$ cat config.mk
export PLATFORM = sky130hd
export DESIGN_NAME = gj_frame_scheduler
export DESIGN_NICKNAME = d
export VERILOG_FILES = /design/src/rtl/gj_frame_scheduler.sv
export SDC_FILE = /design/constraint.sdc
export NUM_CORES = 1
export LEC_CHECK = 0
export ABC_CLOCK_PERIOD_IN_PS = 1900
export CAP_MARGIN = 20
export CORE_ASPECT_RATIO = 0.5
export CORE_UTILIZATION = 30
export DETAILED_ROUTE_END_ITERATION = 10
export HOLD_SLACK_MARGIN = 0.08
export PLACE_DENSITY_LB_ADDON = 0.3
export SYNTH_ARGS = -nofsm -noshare
export SYNTH_HDL_FRONTEND = slang
export SYNTH_SLANG_ARGS = --single-unit
export TNS_END_PERCENT = 50
$ cat constraint.sdc
create_clock -name clk -period 1.9 [get_ports clk]
set_input_delay 0.19 -clock clk [delete_from_list [all_inputs] [get_ports clk]]
set_output_delay 0.19 -clock clk [all_outputs]
set_load 0.05 [all_outputs]
$ cat src/rtl/gj_frame_scheduler.sv
// Frame scheduler for the gap junction core input stream: round-robin between two
// payload sources, one header plus PAYLOAD_WORDS payload words per frame, idle gap enforced.
module gj_frame_scheduler #(
    parameter int unsigned PAYLOAD_WORDS = 216,
    parameter logic [7:0]  HDR_CMD       = 8'h02,
    parameter logic [19:0] GAP_CYCLES    = 20'd20000
) (
    input  logic        clk,
    input  logic        reset,
    input  logic        enable,
    input  logic [31:0] s0_TDATA,
    input  logic        s0_TVALID,
    output logic        s0_TREADY,
    input  logic [31:0] s1_TDATA,
    input  logic        s1_TVALID,
    output logic        s1_TREADY,
    output logic [31:0] input_r_TDATA_0,
    output logic        input_r_TVALID_0,
    output logic        input_r_TLAST_0,
    input  logic        input_r_TREADY_0,
    output logic        grant,
    output logic        busy,
    output logic [15:0] frame_count
);

    localparam int unsigned DATA_W = 32;
    localparam int unsigned WC_W   = 14;
    localparam int unsigned GAP_W  = 20;
    localparam int unsigned FC_W   = 16;

    localparam logic [15:0]       HDR_LEN  = 16'(PAYLOAD_WORDS * 4);
    localparam logic [DATA_W-1:0] HEADER   = {HDR_CMD, 8'h00, HDR_LEN};
    localparam logic [WC_W-1:0]   LAST_IDX = WC_W'(PAYLOAD_WORDS - 1);

    typedef enum logic [1:0] {
        ST_IDLE    = 2'd0,
        ST_PAYLOAD = 2'd1,
        ST_DRAIN   = 2'd2
    } state_t;

    state_t             state_q, state_nx;
    logic [DATA_W-1:0]  tdata_q, tdata_nx;
    logic               tvalid_q, tvalid_nx;
    logic               tlast_q, tlast_nx;
    logic               grant_q, grant_nx;
    logic               busy_q, busy_nx;
    logic [FC_W-1:0]    fc_q, fc_nx;
    logic [GAP_W-1:0]   gap_q, gap_nx;
    logic [WC_W-1:0]    wc_q, wc_nx;

    logic               free_c;
    logic               gap_done_c;
    logic               sel_valid_c;
    logic [DATA_W-1:0]  sel_data_c;
    logic               s0_ready_c, s1_ready_c;

    // State and output register
    always_ff @(posedge clk or negedge reset) begin
        if (!reset) begin
            state_q  <= ST_IDLE;
            tdata_q  <= '0;
            tvalid_q <= 1'b0;
            tlast_q  <= 1'b0;
            grant_q  <= 1'b1;
            busy_q   <= 1'b0;
            fc_q     <= '0;
            gap_q    <= '0;
            wc_q     <= '0;
        end else begin
            state_q  <= state_nx;
            tdata_q  <= tdata_nx;
            tvalid_q <= tvalid_nx;
            tlast_q  <= tlast_nx;
            grant_q  <= grant_nx;
            busy_q   <= busy_nx;
            fc_q     <= fc_nx;
            gap_q    <= gap_nx;
            wc_q     <= wc_nx;
        end
    end

    // Next-state, output-register load and source handshake
    always_comb begin
        state_nx    = state_q;
        tdata_nx    = tdata_q;
        tvalid_nx   = tvalid_q;
        tlast_nx    = tlast_q;
        grant_nx    = grant_q;
        fc_nx       = fc_q;
        gap_nx      = gap_q;
        wc_nx       = wc_q;
        s0_ready_c  = 1'b0;
        s1_ready_c  = 1'b0;
        free_c      = !tvalid_q || input_r_TREADY_0;
        gap_done_c  = (gap_q == GAP_CYCLES);
        sel_valid_c = grant_q ? s1_TVALID : s0_TVALID;
        sel_data_c  = grant_q ? s1_TDATA  : s0_TDATA;

        case (state_q)
            ST_IDLE: begin
                if (!gap_done_c) begin
                    gap_nx = gap_q + GAP_W'(1);
                end
                if (gap_done_c && enable && (s0_TVALID || s1_TVALID)) begin
                    // Both requesting: hand the frame to the source that did not own the last one
                    grant_nx  = (s0_TVALID && s1_TVALID) ? !grant_q : s1_TVALID;
                    tdata_nx  = HEADER;
                    tvalid_nx = 1'b1;
                    tlast_nx  = 1'b0;
                    wc_nx     = '0;
                    state_nx  = ST_PAYLOAD;
                end
            end
            ST_PAYLOAD: begin
                s0_ready_c = !grant_q && free_c;
                s1_ready_c = grant_q && free_c;
                if (free_c) begin
                    if (sel_valid_c) begin
                        tdata_nx  = sel_data_c;
                        tvalid_nx = 1'b1;
                        tlast_nx  = (wc_q == LAST_IDX);
                        wc_nx     = wc_q + WC_W'(1);
                        if (wc_q == LAST_IDX) begin
                            state_nx = ST_DRAIN;
                        end
                    end else begin
                        tvalid_nx = 1'b0;
                        tlast_nx  = 1'b0;
                    end
                end
            end
            ST_DRAIN: begin
                if (tvalid_q && input_r_TREADY_0) begin
                    tvalid_nx = 1'b0;
                    tlast_nx  = 1'b0;
                    fc_nx     = fc_q + FC_W'(1);
                    gap_nx    = '0;
                    state_nx  = ST_IDLE;
                end
            end
            default: begin
                state_nx = ST_IDLE;
            end
        endcase

        busy_nx = (state_nx != ST_IDLE);
    end

    assign s0_TREADY        = s0_ready_c;
    assign s1_TREADY        = s1_ready_c;
    assign input_r_TDATA_0  = tdata_q;
    assign input_r_TVALID_0 = tvalid_q;
    assign input_r_TLAST_0  = tlast_q;
    assign grant            = grant_q;
    assign busy             = busy_q;
    assign frame_count      = fc_q;

endmodule

==> summary.md <==
| Metric | Value |
|---|---|
| Status | `complete, but fails checks` |
| Failing checks | `design-rule violations, negative setup slack` |
| Final Hold Vio Count | `0` |
| Critical register-to-register path startpoint | `gap_q[18]` |
| Top sig layer | `met4` |
| Largest family of logic cells by synthesized area | `simple AND/OR/NAND/NOR gates` |
| Distinct cells, synth | `46` |
| Flop pwr share | `38.5%` |
| Worst R2R Setup Slack | `-20 ps` |
| CTS tree | `yes` |
| IO Pins | `124` |
| Critical path arrival | `2190 ps` |
| Total CTS buffers | `9` |
| Syn avg cell area | `10.0 um^2` |
| Vias per inst | `4.71` |
| Worst-margin pin slew | `548 ps` |
| Initial DRC count | `131` |
| CP cell instances | `nor4b_4, buf_4, nand3_2, or3_4, or3_4, a21o_1` |
| Final WL | `11300 um` |
| Max incr delay on CP | `410 ps` |
| Met1 wire length | `5150 um` |
| Sink Count | `88` |
| Post-synth EDFFs | `0` |
| Routed met3 length | `518 um` |
| Clock network power share | `26.6%` |
| Final #Nets | `687` |
| Max_slew headroom | `63.3%` |
| Final worst-path cycle share | `101%` |
| Max-slew violation count | `0` |
| Worst-Skew Late Latency | `340 ps` |
| Logic pwr share | `34.9%` |
| DR vias | `3847` |
| Final worst slack | `-20.8 ps` |
| Max-cap violations | `0` |
| Wire per inst | `13.8 um` |
| Gr ovfl total | `0` |
| #FFs+latches synth | `88` |
| Cell Area, Synth | `4480 um^2` |
| Post-route DRC | `1` |
| Die height | `88.4 um` |
| Num rows | `31` |
| Top cell by count, worst path | `or3_4` |
| PortBufs | `123` |
| Dpl ws | `-132 ps` |
| Final HPWL DP | `8190 um` |
| Most common cell after layout, fill and taps aside | `clkdlybuf4s50_1` |
| Hold crit path type | `in -> async` |
| Mapped Cells | `446` |
| Minimum clock period | `1920 ps` |
| Mapped Nets | `520` |
| Clock-pin slew on the worst setup and hold paths | `60 ps` |
| Post-Place Cells | `796` |
| Synth Area in Compound Gates | `8.02%` |
| Most frequent cells in the layout | `clkdlybuf4s50_1 (116), dfrtp_1 (86), nand2_1 (64), buf_4 (50), mux2i_1 (34)` |
| Root buffer cell | `clkbuf_16` |
| Die width | `175 um` |
| Worst-path fanout max | `3` |
| Fin Clk Skew | `8.03 ps` |
| Layout cells sized above 1 | `17.8%` |
| Vias in the first global route | `3784` |
| Yosys synthesis warning count | `0` |
| CP max stage cell | `dfrtp_1` |
| # diodes | `0` |
| Final hold slack | `336 ps` |
| Critical Path Source | `gap_q[18]` |
| CP Class | `reg -> reg` |
| Fillers | `1371` |
| Required time worst endpoint | `2170 ps` |
| Maximum vdd drop | `0.437 mV` |
| Synth Area in Adders | `1.12%` |
| Area Growth Syn to Fin | `52.5%` |
| Synth Area in XOR/XNOR | `7.23%` |
| Sequential Area | `2200 um^2` |
| Worst setup SP type | `flop` |
| Antenna Nets Post-Route | `0` |
| Simple-gate portion of the synthesized area | `22.2%` |
| Final setup vio count | `2` |
| H-Tree Depth | `3` |
| Mux cell area share after synthesis | `9.33%` |
| Crit path capture type | `flop` |
| Ys async rst share | `100%` |
| Pin count of the biggest net entering global routing | `57` |
| Lkg Pwr | `0.00290 uW` |
| Initial Util | `30.9%` |
| Sw frac | `35.1%` |
| RSZ-0062 raised after global routing | `true` |
| Core ar. | `14500 um^2` |
| Die area | `15500 um^2` |
| Int Power | `4310 uW` |
| Routed met2 length | `5490 um` |
| Net Sw Power | `2340 uW` |
| First-pass GRT wire length | `18500 um` |
| Fmax | `0.521 GHz` |
| Placer congestion estimate | `0.805` |
| Main synth FF type | `dfrtp_1` |
| Drt first pass iters | `8` |
| Final non-filler cell total | `816` |
| Max clock buf depth | `2` |
| Initial antenna violation count | `0` |
| Area taken by multi-input logic gates | `2270 um^2` |
| Power density cells | `974 nW/um^2` |
| Total Routing Usage GR | `15.2%` |
| Seq/Total Area, Yosys | `49.2%` |
-- synthesized netlist by cell type (all sizes together), types with 9 or more instances --
cell,count,area (um^2)
or3,9,66.3
buf,13,60.1
nand4,18,119
clkbuf,11,41.3
nand2,65,246
mux2i,35,350
nand3,18,90.1
nor2,35,131
o22ai,27,169
dfrtp,87,2180
a21oi,9,45.0
xnor2,16,140
xor2,21,184
o21ai,12,60.1
-- critical path: cells and delay by family, from the launching register on --
family	cells	cell delay, ps
AOI/OAI and AO/OA	1	180
DFF	1	410
buffers and inverters	1	170
and+or+nand+nor	4	1100
-- sequential cells by signal (all words and copies together), names as in the netlist --
| name | cells |
|---|---|
| state_q | 2 |
| frame_count | 16 |
| input_r_TLAST_0 | 1 |
| gap_q | 20 |
| wc_q | 14 |
| grant | 1 |
| busy | 1 |
| input_r_TVALID_0 | 1 |
| input_r_TDATA_0 | 32 |
-- what timing repair did --
action	4_1_cts	5_1_grt
endpoints found under the setup margin	41	50
setup buffers	1	1
gates cloned	0	1
hold endpoints to repair	29	0
gates resized for setup	10	16
pin swaps	3	4
hold buffers	1	0
-- final cells by class --
cell class	instances	share of cell area [%]
multi-input cells	326	33.3
flip-flops and latches	88	32.3
repair buffers	180	26.0
well taps	198	3.63
clock buffers	10	3.35
clock inverters	6	0.989
inverters	8	0.440
-- stage by stage --
stage               cell area [um^2]  util (%)  power, uW  setup TNS (ps)
finish                          6830      47.1       6650           -23.3
global route                    6830      47.1       7020            -583
detailed placement              6370      43.9       4810           -2140
global placement                6370      43.9       4770           -2640
CTS                             6730      46.4       6680           -36.5
floorplan                       4540         -       3780           -1130
-- cells by family (layout without fill, tap and decap cells) --
| group | after synthesis | count (layout) |
|---|---|---|
| DFF | 88 | 88 |
| buffers and inverters | 32 | 204 |
| AOI/OAI and AO/OA | 59 | 59 |
| and+or+nand+nor | 185 | 185 |
| adders and majority gates | 4 | 4 |
| xor gates and xnor gates | 37 | 37 |
| muxes | 41 | 41 |
-- path summary, 6_finish.rpt --
kind / endpoint / depth (start not counted)
hold / removal: frame_count[4] / 2
hold reg to reg: frame_count[15] / 1
max in group asynchronous: grant / 3
min in group clk: frame_count[15] / 1
setup / recovery: grant / 6
setup reg to reg: grant / 6
-- layer usage --
layer	up-vias	GRT usage, %
met5	-	0
met4	0	4.11
met3	10	4.64
met2	75	26.3
met1	1836	18.7
li1	1926	-
-- power by group through the flow --
stage          clock (uW)  sequential (uW)  combinational [uW]
6_report             1770             2560                2320
4_1_cts              1830             2560                2290
2_1_floorplan           0             3160                 629
3_5_place_dp            0             2550                2250
3_3_place_gp            0             2540                2230
5_1_grt              1900             2610                2510
(Power assumes the default switching activity.)
